<file path="config.mk">
export PLATFORM = sky130hd
export DESIGN_NAME = pe_operand_seq
export DESIGN_NICKNAME = d
export VERILOG_FILES = /design/src/rtl/pe_operand_seq.sv
export SDC_FILE = /design/constraint.sdc
export NUM_CORES = 1
export LEC_CHECK = 0
export CELL_PAD_IN_SITES_DETAIL_PLACEMENT = 1
export CELL_PAD_IN_SITES_GLOBAL_PLACEMENT = 2
export CORE_ASPECT_RATIO = 0.75
export CORE_UTILIZATION = 32
export DETAILED_ROUTE_END_ITERATION = 10
export HOLD_SLACK_MARGIN = 0.12
export PLACE_DENSITY = 0.84
export SYNTH_ARGS = -nofsm -noshare
export SYNTH_HDL_FRONTEND = slang
export SYNTH_SLANG_ARGS = --single-unit
</file>
<file path="constraint.sdc">
create_clock -name clk -period 3.2 [get_ports clk]
set_clock_uncertainty 0.2 [all_clocks]
set_input_delay 0.64 -clock clk [delete_from_list [all_inputs] [get_ports clk]]
set_output_delay 0.64 -clock clk [all_outputs]
set_load 0.005 [all_outputs]
</file>
<file path="src/rtl/pe_operand_seq.sv">
// Operand sequencer: fills DEPTH slots from a stream, then walks a select
// over those slots (rep_num+1) times so a downstream mux can issue them.
module pe_operand_seq #(
  parameter int WIDTH     = 8,
  parameter int DEPTH     = 8,
  parameter int SEL_WIDTH = $clog2(DEPTH)
) (
  input  logic                            clk,
  input  logic                            rst,
  input  logic                            flush,
  input  logic                            in_valid,
  output logic                            in_ready,
  input  logic [WIDTH-1:0]                in_data,
  input  logic [3:0]                      rep_num,
  output logic [DEPTH-1:0][WIDTH-1:0]     buf_data,
  output logic [SEL_WIDTH-1:0]            sel,
  output logic                            out_valid,
  input  logic                            out_ready,
  output logic                            done,
  output logic                            busy
);

  typedef enum logic {
    LOAD  = 1'b0,
    ISSUE = 1'b1
  } state_t;

  localparam logic [SEL_WIDTH-1:0] LAST = SEL_WIDTH'(DEPTH - 1);
  localparam logic [SEL_WIDTH-1:0] ONE  = SEL_WIDTH'(1);

  state_t                        state_q;
  logic [SEL_WIDTH-1:0]          wr_ptr_q;
  logic [SEL_WIDTH-1:0]          sel_q;
  logic [3:0]                    pass_q;
  logic [DEPTH-1:0][WIDTH-1:0]   buf_q;

  logic in_hs;
  logic out_hs;
  logic wrap;

  assign in_hs  = (state_q == LOAD) & in_valid & ~flush;
  assign out_hs = (state_q == ISSUE) & out_ready;
  assign wrap   = out_hs & (sel_q == LAST);

  assign in_ready  = (state_q == LOAD) & ~flush;
  assign out_valid = (state_q == ISSUE);
  assign busy      = (state_q == ISSUE);
  // Final handshake of the last pass; an abort in the same cycle cancels it.
  assign done      = wrap & (pass_q == 4'd0) & ~flush;
  assign buf_data  = buf_q;
  assign sel       = sel_q;

  // Sequencer state, pointers and operand slots.
  always_ff @(posedge clk or posedge rst) begin
    if (rst) begin
      state_q  <= LOAD;
      wr_ptr_q <= '0;
      sel_q    <= '0;
      pass_q   <= 4'd0;
      buf_q    <= '0;
    end else if (flush) begin
      // Abort keeps slot contents so a later reload can overwrite selectively.
      state_q  <= LOAD;
      wr_ptr_q <= '0;
      sel_q    <= '0;
      pass_q   <= 4'd0;
    end else begin
      case (state_q)
        LOAD: begin
          if (in_hs) begin
            buf_q[wr_ptr_q] <= in_data;
            if (wr_ptr_q == LAST) begin
              wr_ptr_q <= '0;
              sel_q    <= '0;
              pass_q   <= rep_num;
              state_q  <= ISSUE;
            end else begin
              wr_ptr_q <= wr_ptr_q + ONE;
            end
          end
        end
        ISSUE: begin
          if (out_hs) begin
            if (sel_q == LAST) begin
              sel_q <= '0;
              if (pass_q != 4'd0) begin
                pass_q <= pass_q - 4'd1;
              end else begin
                state_q <= LOAD;
              end
            end else begin
              sel_q <= sel_q + ONE;
            end
          end
        end
        default: begin
          state_q <= LOAD;
        end
      endcase
    end
  end

endmodule

</file>
==> flow_metrics.env, run 1 <==
export IMPL_synth_adder_area_share=0.0235
export IMPL_pwr_share_comb=0.200
export IMPL_synth_simple_area_share=0.0798
export IMPL_coreArea_mm2=0.00970
export IMPL_required_ps=2360
export IMPL_yosysSeqAreaShare=0.587
export IMPL_tritoncts="built"
export IMPL_leakage_nw=2.07
export IMPL_syn2layout_area_growth_pct=41.8
export IMPL_cts_sinks=75
export IMPL_io_pins=88
export IMPL_ir_worst_vdd_v=0.000357
export IMPL_crit_chain="inv_1 -> ha_1 -> or3b_4 -> nor3_1 -> clkdlybuf4s50_1"
export IMPL_route_detailed_drc=0
export IMPL_p_int_mw=2.08
export IMPL_hold_slack_ps=285
export IMPL_final_cell_mix="clkdlybuf4s50_1 (87), dfrtp_1 (75), mux2_2 (55)"
export IMPL_synth_xor_xnor_area_share=0.00274
export IMPL_die_h_um=88.6
export IMPL_netlist_area_mm2=0.00320
export IMPL_fin_nets=333
export IMPL_startpoint_type="register"
export IMPL_hold_violations=0
export IMPL_gp_congestion=0.733
export IMPL_final_area_mm2=0.00454
export IMPL_antenna_found_initial=0
export IMPL_p_seq_frac=0.432
export IMPL_path_clk_slew_ps=60
export IMPL_syn_area_per_cell_um2=15.0
export IMPL_ant_nets=0
export IMPL_synthCells=213
export IMPL_cts_resized=0
export IMPL_gr_total_overflow=0
export IMPL_grt_pass1_wl_um=12700
export IMPL_p_per_area_mw_per_mm2=599
export IMPL_slew_violations=0
export IMPL_drt_iter0_drc=60
export IMPL_ctsLongestPathBuffers=2
export IMPL_fin_crit_sh=0.928
export IMPL_arrival_ps=2130
export IMPL_drive_gt1_frac=0.289
export IMPL_min_path_type="register to register"
export IMPL_synth_top_family_by_area="multiplexers"
export IMPL_fin_crit_ps=2970
export IMPL_ys_flop_type="dfrtp_1"
export IMPL_clk_latency_ps=330
export IMPL_grt_pass1_vias=2297
export IMPL_wl_per_cell_um=17.6
export IMPL_crit_family="buffers and inverters"
export IMPL_grt_usage=0.164
export IMPL_crit_type="register to primary output"
export IMPL_setup_violations=0
export IMPL_dieArea_mm2=0.0104
export IMPL_synth_mux_area_frac=0.255
export IMPL_cp_depth=5
export IMPL_cts_setup_buffers=0
export IMPL_rsz0062_at_grt="false"
export IMPL_die_x_um=117
export IMPL_p_sw_mw=0.633
export IMPL_fin_setup_tns_ps=0
export IMPL_crit_end="done"
export IMPL_startpoint="pass_q[0]$_DFFE_PP0P_"
export IMPL_antenna_cells=0
export IMPL_synth_nets=236
export IMPL_cts_buffers=9
export IMPL_rrSetupSlack_ps=1060
export IMPL_max_stage_delay_ps=520
export IMPL_cts_root_buf="clkbuf_16"
export IMPL_drtPass1Iterations=3
export IMPL_yosys_warnings=0
export IMPL_r2r_start="pass_q[0]$_DFFE_PP0P_"
export IMPL_hpwl_um=5660
export IMPL_via_count=2090
export IMPL_num_rows=31
export IMPL_endpoint_kind="primary output"
export IMPL_synth_compound_area_share=0.0329
export IMPL_total_power_mw=2.72
export IMPL_grt_max_degree=41
export IMPL_switching_share=0.233
export IMPL_slowest_stage="clkdlybuf4s50_1"
export IMPL_status="completed"
export IMPL_start_util=0.330
export IMPL_crit_fanout=3
export IMPL_via_per_inst=4.68
export IMPL_port_buffers=87
export IMPL_cts_max_level=3
export IMPL_dpl_cell_area_mm2=0.00424
export IMPL_r2r_cells=5
export IMPL_async_flop_share=1.00
export IMPL_drv_cap=0
export IMPL_totalWireLength_um=7890
export IMPL_yosysUniqueCellTypes=39
export IMPL_cts_hold_buf=0
export IMPL_fmax_mhz=337
export IMPL_slew_limit_headroom=0.577
export IMPL_synth_seq_cells=75
export IMPL_final_common_cell="clkdlybuf4s50_1"
export IMPL_critical_path_buf_inv_count=2
export IMPL_clkPwrFrac=0.368
export IMPL_rr_endpoint="pass_q[0]$_DFFE_PP0P_"
export IMPL_tightest_slew_ps=634
export IMPL_synth_edf_count=0
power by group through the flow:
stage	Combinational, mW	Clock (mW)	Sequential (mW)
6_report	0.543	1.00	1.17
4_1_cts	0.555	1.04	1.18
3_3_place_gp	0.539	0	1.18
3_5_place_dp	0.552	0	1.19
5_1_grt	0.590	1.08	1.19
2_1_floorplan	0.180	0	1.19
cell type report:
cell class | count | area, um^2
Inverter | 5 | 20.0
Timing Repair Buffer | 92 | 921
Clock buffer | 12 | 246
Tap cell | 132 | 165
Multi-Input combinational cell | 127 | 1260
Sequential cell | 75 | 1880
Fill cell | 998 | 5160
Clock inverter | 4 | 50.0
worst reg2reg max path: cells and delay by family, from the launching register on:
family,cells,cell delay [ps]
AOI/OAI and AO/OA,1,350
and+or+nand+nor,1,430
buffers and inverters,1,80
adders and majority gates,1,190
muxes,1,370
DFF,1,400
how the worst min path moves through the flow:
stage / cells past startpoint / slack (ps) / startpoint / end
2_1_floorplan: 1 / 280 / buf_data[56]$_DFFE_PP0P_ / buf_data[56]$_DFFE_PP0P_
3_3_place_gp: 1 / 270 / buf_data[56]$_DFFE_PP0P_ / buf_data[56]$_DFFE_PP0P_
3_5_place_dp: 1 / 280 / buf_data[56]$_DFFE_PP0P_ / buf_data[56]$_DFFE_PP0P_
4_1_cts: 1 / 290 / buf_data[56]$_DFFE_PP0P_ / buf_data[56]$_DFFE_PP0P_
5_1_grt: 1 / 310 / buf_data[56]$_DFFE_PP0P_ / buf_data[56]$_DFFE_PP0P_
6_report: 1 / 280 / buf_data[56]$_DFFE_PP0P_ / buf_data[56]$_DFFE_PP0P_
flip-flops by register name, indices dropped and copies added, names as in the netlist:
signal and flops:
sel 3, busy 1, wr_ptr_q 3, buf_data 64, pass_q 4
cells in the mapped netlist, types with 2 or more instances:
master   instances  area share
o21ai_0          2      0.0031
mux2i_1          3      0.0094
buf_2            3      0.0047
nand4_1          2      0.0039
mux2_4           8       0.038
mux2_1           4       0.014
ha_1             6       0.023
dfrtp_1         75        0.59
buf_6            2      0.0070
nor3_1           3      0.0047
nand2_2          3      0.0059
and3_1           3      0.0059
nor2_1           6      0.0070
mux2_2          55        0.19
nand2_1          4      0.0047
inv_1            5      0.0059
nor2b_1          7       0.014
metrics by stage:
step / instances / utilization / setup WS (ps)
after CTS: 447 / 0.468 / 209
final: 447 / 0.468 / 230
after floorplan: 213 / - / 450
after global placement: 431 / 0.437 / 299
after global routing: 447 / 0.468 / 109
after detailed placement: 431 / 0.437 / 275
cell families (layout without fill, tap and decap cells):
logic type                 Yosys count  count (layout)
xor gates and xnor gates             1               1
and+or+nand+nor                     39              39
DFF                                 75              75
AOI/OAI and AO/OA                   11              11
adders and majority gates            6               6
buffers and inverters               11             113
muxes                               70              70
metal layers:
metal	GRT usage	vias up	share of wire
met1	0.203	1073	0.46
li1	-	958	-
met3	0.0483	10	0.041
met2	0.274	49	0.49
met4	0.0664	0	0.015
met5	0	-	0
Note: power is estimated with default switching activity, not from simulation.
==> run 2, diff against run 1 <==
--- a/config.mk
+++ b/config.mk
@@ -11,7 +11,7 @@
 export CORE_UTILIZATION = 32
 export DETAILED_ROUTE_END_ITERATION = 10
 export HOLD_SLACK_MARGIN = 0.12
-export PLACE_DENSITY = 0.84
+export PLACE_DENSITY = 0.82
 export SYNTH_ARGS = -nofsm -noshare
 export SYNTH_HDL_FRONTEND = slang
 export SYNTH_SLANG_ARGS = --single-unit
==> run 2 against run 1 <==
  * Sequential power hardly changed
  * Maximum frequency hardly changed
  * Largest cell class unchanged
  * Worst hold slack better by 3.2 ps
  * Final cell count stayed put
  * Via count is 0.24% higher
  * Sequential share of layout area is 0.091 points higher
  * Highest routed layer unchanged
  * Critical endpoint unchanged
  * Largest power group unchanged
  * Routed wire length is 0.28% lower
  * Design area is 0.22% lower
  * Die area stayed put
==> flow_metrics.env, run 2 (synthesis gave the netlist of run 1 again) <==
export IMPL_status="completed"
export IMPL_ctsLongestPathBuffers=2
export IMPL_cts_setup_buffers=0
export IMPL_grt_max_degree=36
export IMPL_dieArea_mm2=0.0104
export IMPL_hold_violations=0
export IMPL_die_x_um=117
export IMPL_placed_cells=432
export IMPL_antenna_cells=0
export IMPL_switching_share=0.236
export IMPL_grt_pass1_vias=2268
export IMPL_fin_crit_sh=0.928
export IMPL_clk_latency_ps=320
export IMPL_slew_limit_headroom=0.683
export IMPL_coreArea_mm2=0.00970
export IMPL_route_detailed_drc=0
export IMPL_p_per_area_mw_per_mm2=585
export IMPL_grt_pass1_wl_um=12800
export IMPL_die_h_um=88.6
export IMPL_setup_violations=0
export IMPL_fin_setup_tns_ps=0
export IMPL_final_common_cell="clkdlybuf4s50_1"
export IMPL_fin_crit_ps=2970
export IMPL_drt_iter0_drc=78
export IMPL_port_buffers=87
export IMPL_holdPathStages=1
export IMPL_drive_gt1_frac=0.295
export IMPL_arrival_ps=2130
export IMPL_tritoncts="built"
export IMPL_r2r_cells=5
export IMPL_totalWireLength_um=7860
export IMPL_rsz0062_at_grt="false"
export IMPL_antenna_found_initial=0
export IMPL_clkPwrFrac=0.351
export IMPL_cts_hold_buf=0
export IMPL_crit_type="register to primary output"
export IMPL_crit_fanout=3
export IMPL_start_util=0.330
export IMPL_grt_usage=0.165
export IMPL_via_count=2095
export IMPL_p_seq_frac=0.444
export IMPL_instances_no_fill=447
export IMPL_required_ps=2360
export IMPL_cts_resized=0
export IMPL_drtPass1Iterations=4
export IMPL_via_per_inst=4.69
export IMPL_p_sw_mw=0.626
export IMPL_fmax_mhz=337
export IMPL_tightest_slew_ps=475
export IMPL_num_rows=31
export IMPL_gp_congestion=0.731
export IMPL_final_cell_mix="clkdlybuf4s50_1 (87), dfrtp_1 (75), mux2_2 (55)"
export IMPL_ant_nets=0
export IMPL_cts_buffers=9
export IMPL_min_path_type="register to register"
export IMPL_largest_reg_flops=64
export IMPL_path_clk_slew_ps=50
export IMPL_io_pins=88
export IMPL_slew_violations=0
export IMPL_startpoint_type="register"
export IMPL_endpoint_kind="primary output"
export IMPL_p_int_mw=2.02
export IMPL_pwr_share_comb=0.205
export IMPL_ir_worst_vdd_v=0.000269
export IMPL_fin_nets=334
export IMPL_syn2layout_area_growth_pct=41.5
export IMPL_gr_total_overflow=0
export IMPL_leakage_nw=2.08
export IMPL_cts_max_level=3
export IMPL_wl_per_cell_um=17.6
export IMPL_drv_cap=0
export IMPL_cts_root_buf="clkbuf_16"
export IMPL_cts_sinks=75
export IMPL_hpwl_um=5810
run 2: changes by cell type in the layout (fill, tap and decap cells not counted), sizes merged:
cell,delta
bufinv,-1
clkinvlp,-1
buf,+1
clkbuf,-1
clkinv,+2
run 2: area by class of cell:
type / count / area [um^2]
tap: 132 / 165
multi-input combinational: 127 / 1260
sequential: 75 / 1880
timing repair buffer: 93 / 928
fill: 999 / 5170
clock buffer: 11 / 253
clock inverter: 4 / 26.3
inverter: 5 / 20.0
run 2: worst paths after layout:
kind / to / start / slack (ps)
worst max-delay path: done / pass_q[0]$_DFFE_PP0P_ / 230
worst min-delay path: buf_data[57]$_DFFE_PP0P_ / buf_data[57]$_DFFE_PP0P_ / 290
worst max register to register: pass_q[0]$_DFFE_PP0P_ / pass_q[0]$_DFFE_PP0P_ / 1050
worst min register to register: buf_data[57]$_DFFE_PP0P_ / buf_data[57]$_DFFE_PP0P_ / 290
max in group asynchronous: buf_data[58]$_DFFE_PP0P_ / rst / 1770
min in group asynchronous: sel[0]$_DFFE_PP0P_ / rst / 430
run 2: critical path, cell delays in order (launching register included):
cell and delay [ps]:
dfrtp_1 390, inv_1 90, ha_1 210, or3b_4 430, nor3_1 170, clkdlybuf4s50_1 520
run 2: power groups by stage:
stage          logic [mW]  registers, mW  clock network [mW]
2_1_floorplan       0.180           1.19                   0
3_3_place_gp        0.542           1.18                   0
3_5_place_dp        0.554           1.19                   0
4_1_cts             0.556           1.18               0.963
5_1_grt             0.591           1.20               0.998
6_report            0.544           1.18               0.929
run 2: routing by layer:
metal | part of all wire | track usage | vias to the layer above
li1 | - | - | 962
met2 | 0.47 | 0.261 | 55
met1 | 0.47 | 0.218 | 1066
met3 | 0.044 | 0.0425 | 12
met5 | 0 | 0 | -
met4 | 0.019 | 0.0688 | 0
run 2: metrics by stage:
step / power (mW) / cell area, um^2 / util / setup slack [ps] / hold WS [ps]
CTS: 2.70 / 4530 / 0.467 / 219 / 288
finish: 2.65 / 4530 / 0.467 / 231 / 288
floorplan: 1.37 / 3200 / - / 450 / 283
global placement: 1.73 / 4250 / 0.438 / 305 / 270
detailed placement: 1.75 / 4250 / 0.438 / 285 / 275
global route: 2.79 / 4530 / 0.467 / 128 / 297
==> run 3, diff against run 2 <==
--- a/config.mk
+++ b/config.mk
@@ -11,7 +11,7 @@
 export CORE_UTILIZATION = 32
 export DETAILED_ROUTE_END_ITERATION = 10
 export HOLD_SLACK_MARGIN = 0.12
-export PLACE_DENSITY = 0.82
+export PLACE_DENSITY_LB_ADDON = 0.1
 export SYNTH_ARGS = -nofsm -noshare
 export SYNTH_HDL_FRONTEND = slang
 export SYNTH_SLANG_ARGS = --single-unit
==> run 3 against run 2 <==
  * Count of clock-buffer cells in the layout is 4 higher
  * Clock power is 4.8% higher
  * Critical path type unchanged
  * Critical endpoint unchanged
  * Total power up 1.5%
  * Die area did not move
  * Critical path depth stayed put
  * Setup slack worse by 27 ps
  * Flip-flop and latch count unchanged
==> flow_metrics.env, run 3 (synthesis gave the netlist of run 1 again) <==
export IMPL_status="completed"
export IMPL_fmax_mhz=334
export IMPL_ant_nets=0
export IMPL_start_util=0.330
export IMPL_grt_pass1_wl_um=12800
export IMPL_cts_hold_buf=0
export IMPL_required_ps=2360
export IMPL_tightest_slew_ps=618
export IMPL_rrSetupSlack_ps=990
export IMPL_crit_end="done"
export IMPL_hpwl_um=5420
export IMPL_startpoint="pass_q[0]$_DFFE_PP0P_"
export IMPL_cts_buffers=9
export IMPL_totalWireLength_um=8010
export IMPL_port_buffers=87
export IMPL_die_h_um=88.6
export IMPL_leakage_nw=2.08
export IMPL_gr_total_overflow=0
export IMPL_slowest_stage="clkdlybuf4s50_1"
export IMPL_rr_endpoint="pass_q[0]$_DFFE_PP0P_"
export IMPL_drv_cap=0
export IMPL_ctsLongestPathBuffers=2
export IMPL_via_count=2084
export IMPL_io_pins=88
export IMPL_rsz0062_at_grt="false"
export IMPL_r2r_start="pass_q[0]$_DFFE_PP0P_"
export IMPL_fin_crit_sh=0.936
export IMPL_drive_gt1_frac=0.289
export IMPL_gp_congestion=0.714
export IMPL_largest_reg_flops=64
export IMPL_hold_violations=0
export IMPL_slew_limit_headroom=0.587
export IMPL_via_per_inst=4.66
export IMPL_worstHoldStart="buf_data[56]$_DFFE_PP0P_"
export IMPL_worst_slack_ps=204
export IMPL_fin_crit_ps=3000
export IMPL_final_cell_mix="clkdlybuf4s50_1 (87), dfrtp_1 (75), mux2_2 (55)"
export IMPL_cts_root_buf="clkbuf_16"
export IMPL_grt_pass1_vias=2209
export IMPL_drtPass1Iterations=4
export IMPL_max_stage_delay_ps=530
export IMPL_cts_max_level=3
export IMPL_grt_usage=0.170
export IMPL_crit_chain="inv_1 -> ha_1 -> or3b_4 -> nor3_1 -> clkdlybuf4s50_1"
export IMPL_endpoint_kind="primary output"
export IMPL_p_per_area_mw_per_mm2=593
export IMPL_slew_violations=0
export IMPL_num_rows=31
export IMPL_arrival_ps=2160
export IMPL_die_x_um=117
export IMPL_clk_latency_ps=330
export IMPL_setup_violations=0
export IMPL_r2r_cells=5
export IMPL_cts_resized=0
export IMPL_crit_fanout=3
export IMPL_startpoint_type="register"
export IMPL_wl_per_cell_um=17.9
export IMPL_crit_type="register to primary output"
export IMPL_dp_slack_ps=277
export IMPL_route_detailed_drc=0
export IMPL_syn2layout_area_growth_pct=41.7
export IMPL_antenna_cells=0
export IMPL_grt_max_degree=43
export IMPL_final_common_cell="clkdlybuf4s50_1"
export IMPL_path_clk_slew_ps=60
export IMPL_drt_iter0_drc=77
export IMPL_tritoncts="built"
export IMPL_ir_worst_vdd_v=0.000274
export IMPL_cts_sinks=75
export IMPL_fin_setup_tns_ps=0
export IMPL_fin_nets=333
export IMPL_coreArea_mm2=0.00970
export IMPL_holdPathStages=1
export IMPL_dieArea_mm2=0.0104
export IMPL_cts_setup_buffers=0
export IMPL_antenna_found_initial=0
export IMPL_min_path_type="register to register"
[run 3: changes by cell type in the layout (fill, tap and decap cells not counted), sizes merged]
cell / before / now
clkinv: 4 / 2
clkinvlp: 1 / 0
clkbuf: 11 / 15
buf: 6 / 5
[run 3: power breakdown]
group / total, mW / leakage [nW] / internal, mW / switching [mW]
registers: 1.17 / 0.992 / 1.09 / 0.0804
logic: 0.542 / 0.940 / 0.369 / 0.173
clock network: 0.974 / 0.146 / 0.609 / 0.365
total: 2.69 / 2.08 / 2.07 / 0.619
[run 3: metrics by stage]
step / total power, mW / std cells / hold slack (ps) / area, um^2 / util
final: 2.69 / 447 / 281 / 4530 / 0.468
after global routing: 2.83 / 447 / 316 / 4530 / 0.468
after CTS: 2.73 / 447 / 289 / 4530 / 0.468
after detailed placement: 1.74 / 431 / 276 / 4240 / 0.437
after global placement: 1.72 / 431 / 268 / 4240 / 0.437
after floorplan: 1.37 / 213 / 283 / 3200 / -
[run 3: worst min path at each step]
stage / to
final: buf_data[56]$_DFFE_PP0P_
after global routing: buf_data[9]$_DFFE_PP0P_
after CTS: buf_data[56]$_DFFE_PP0P_
after detailed placement: buf_data[56]$_DFFE_PP0P_
after global placement: buf_data[56]$_DFFE_PP0P_
after floorplan: buf_data[56]$_DFFE_PP0P_
[run 3: layout make-up]
type / count / area [um^2]
clock buffer: 15 / 288
sequential: 75 / 1880
clock inverter: 1 / 5.00
inverter: 5 / 20.0
fill: 998 / 5160
timing repair buffer: 92 / 921
multi-input combinational: 127 / 1260
tap: 132 / 165
[run 3: worst max-delay path: cells and delay by family, from the launching register on]
family / cells / cell delay [ps]
adders and majority gates: 1 / 200
buffers and inverters: 2 / 620
DFF: 1 / 400
and+or+nand+nor: 2 / 610
[run 3: metal layers]
| layer | global-route usage | part of all wire |
|---|---|---|
| met1 | 0.224 | 0.50 |
| met2 | 0.245 | 0.42 |
| met3 | 0.0793 | 0.070 |
| met4 | 0.0629 | 0.011 |
| met5 | 0 | 0 |
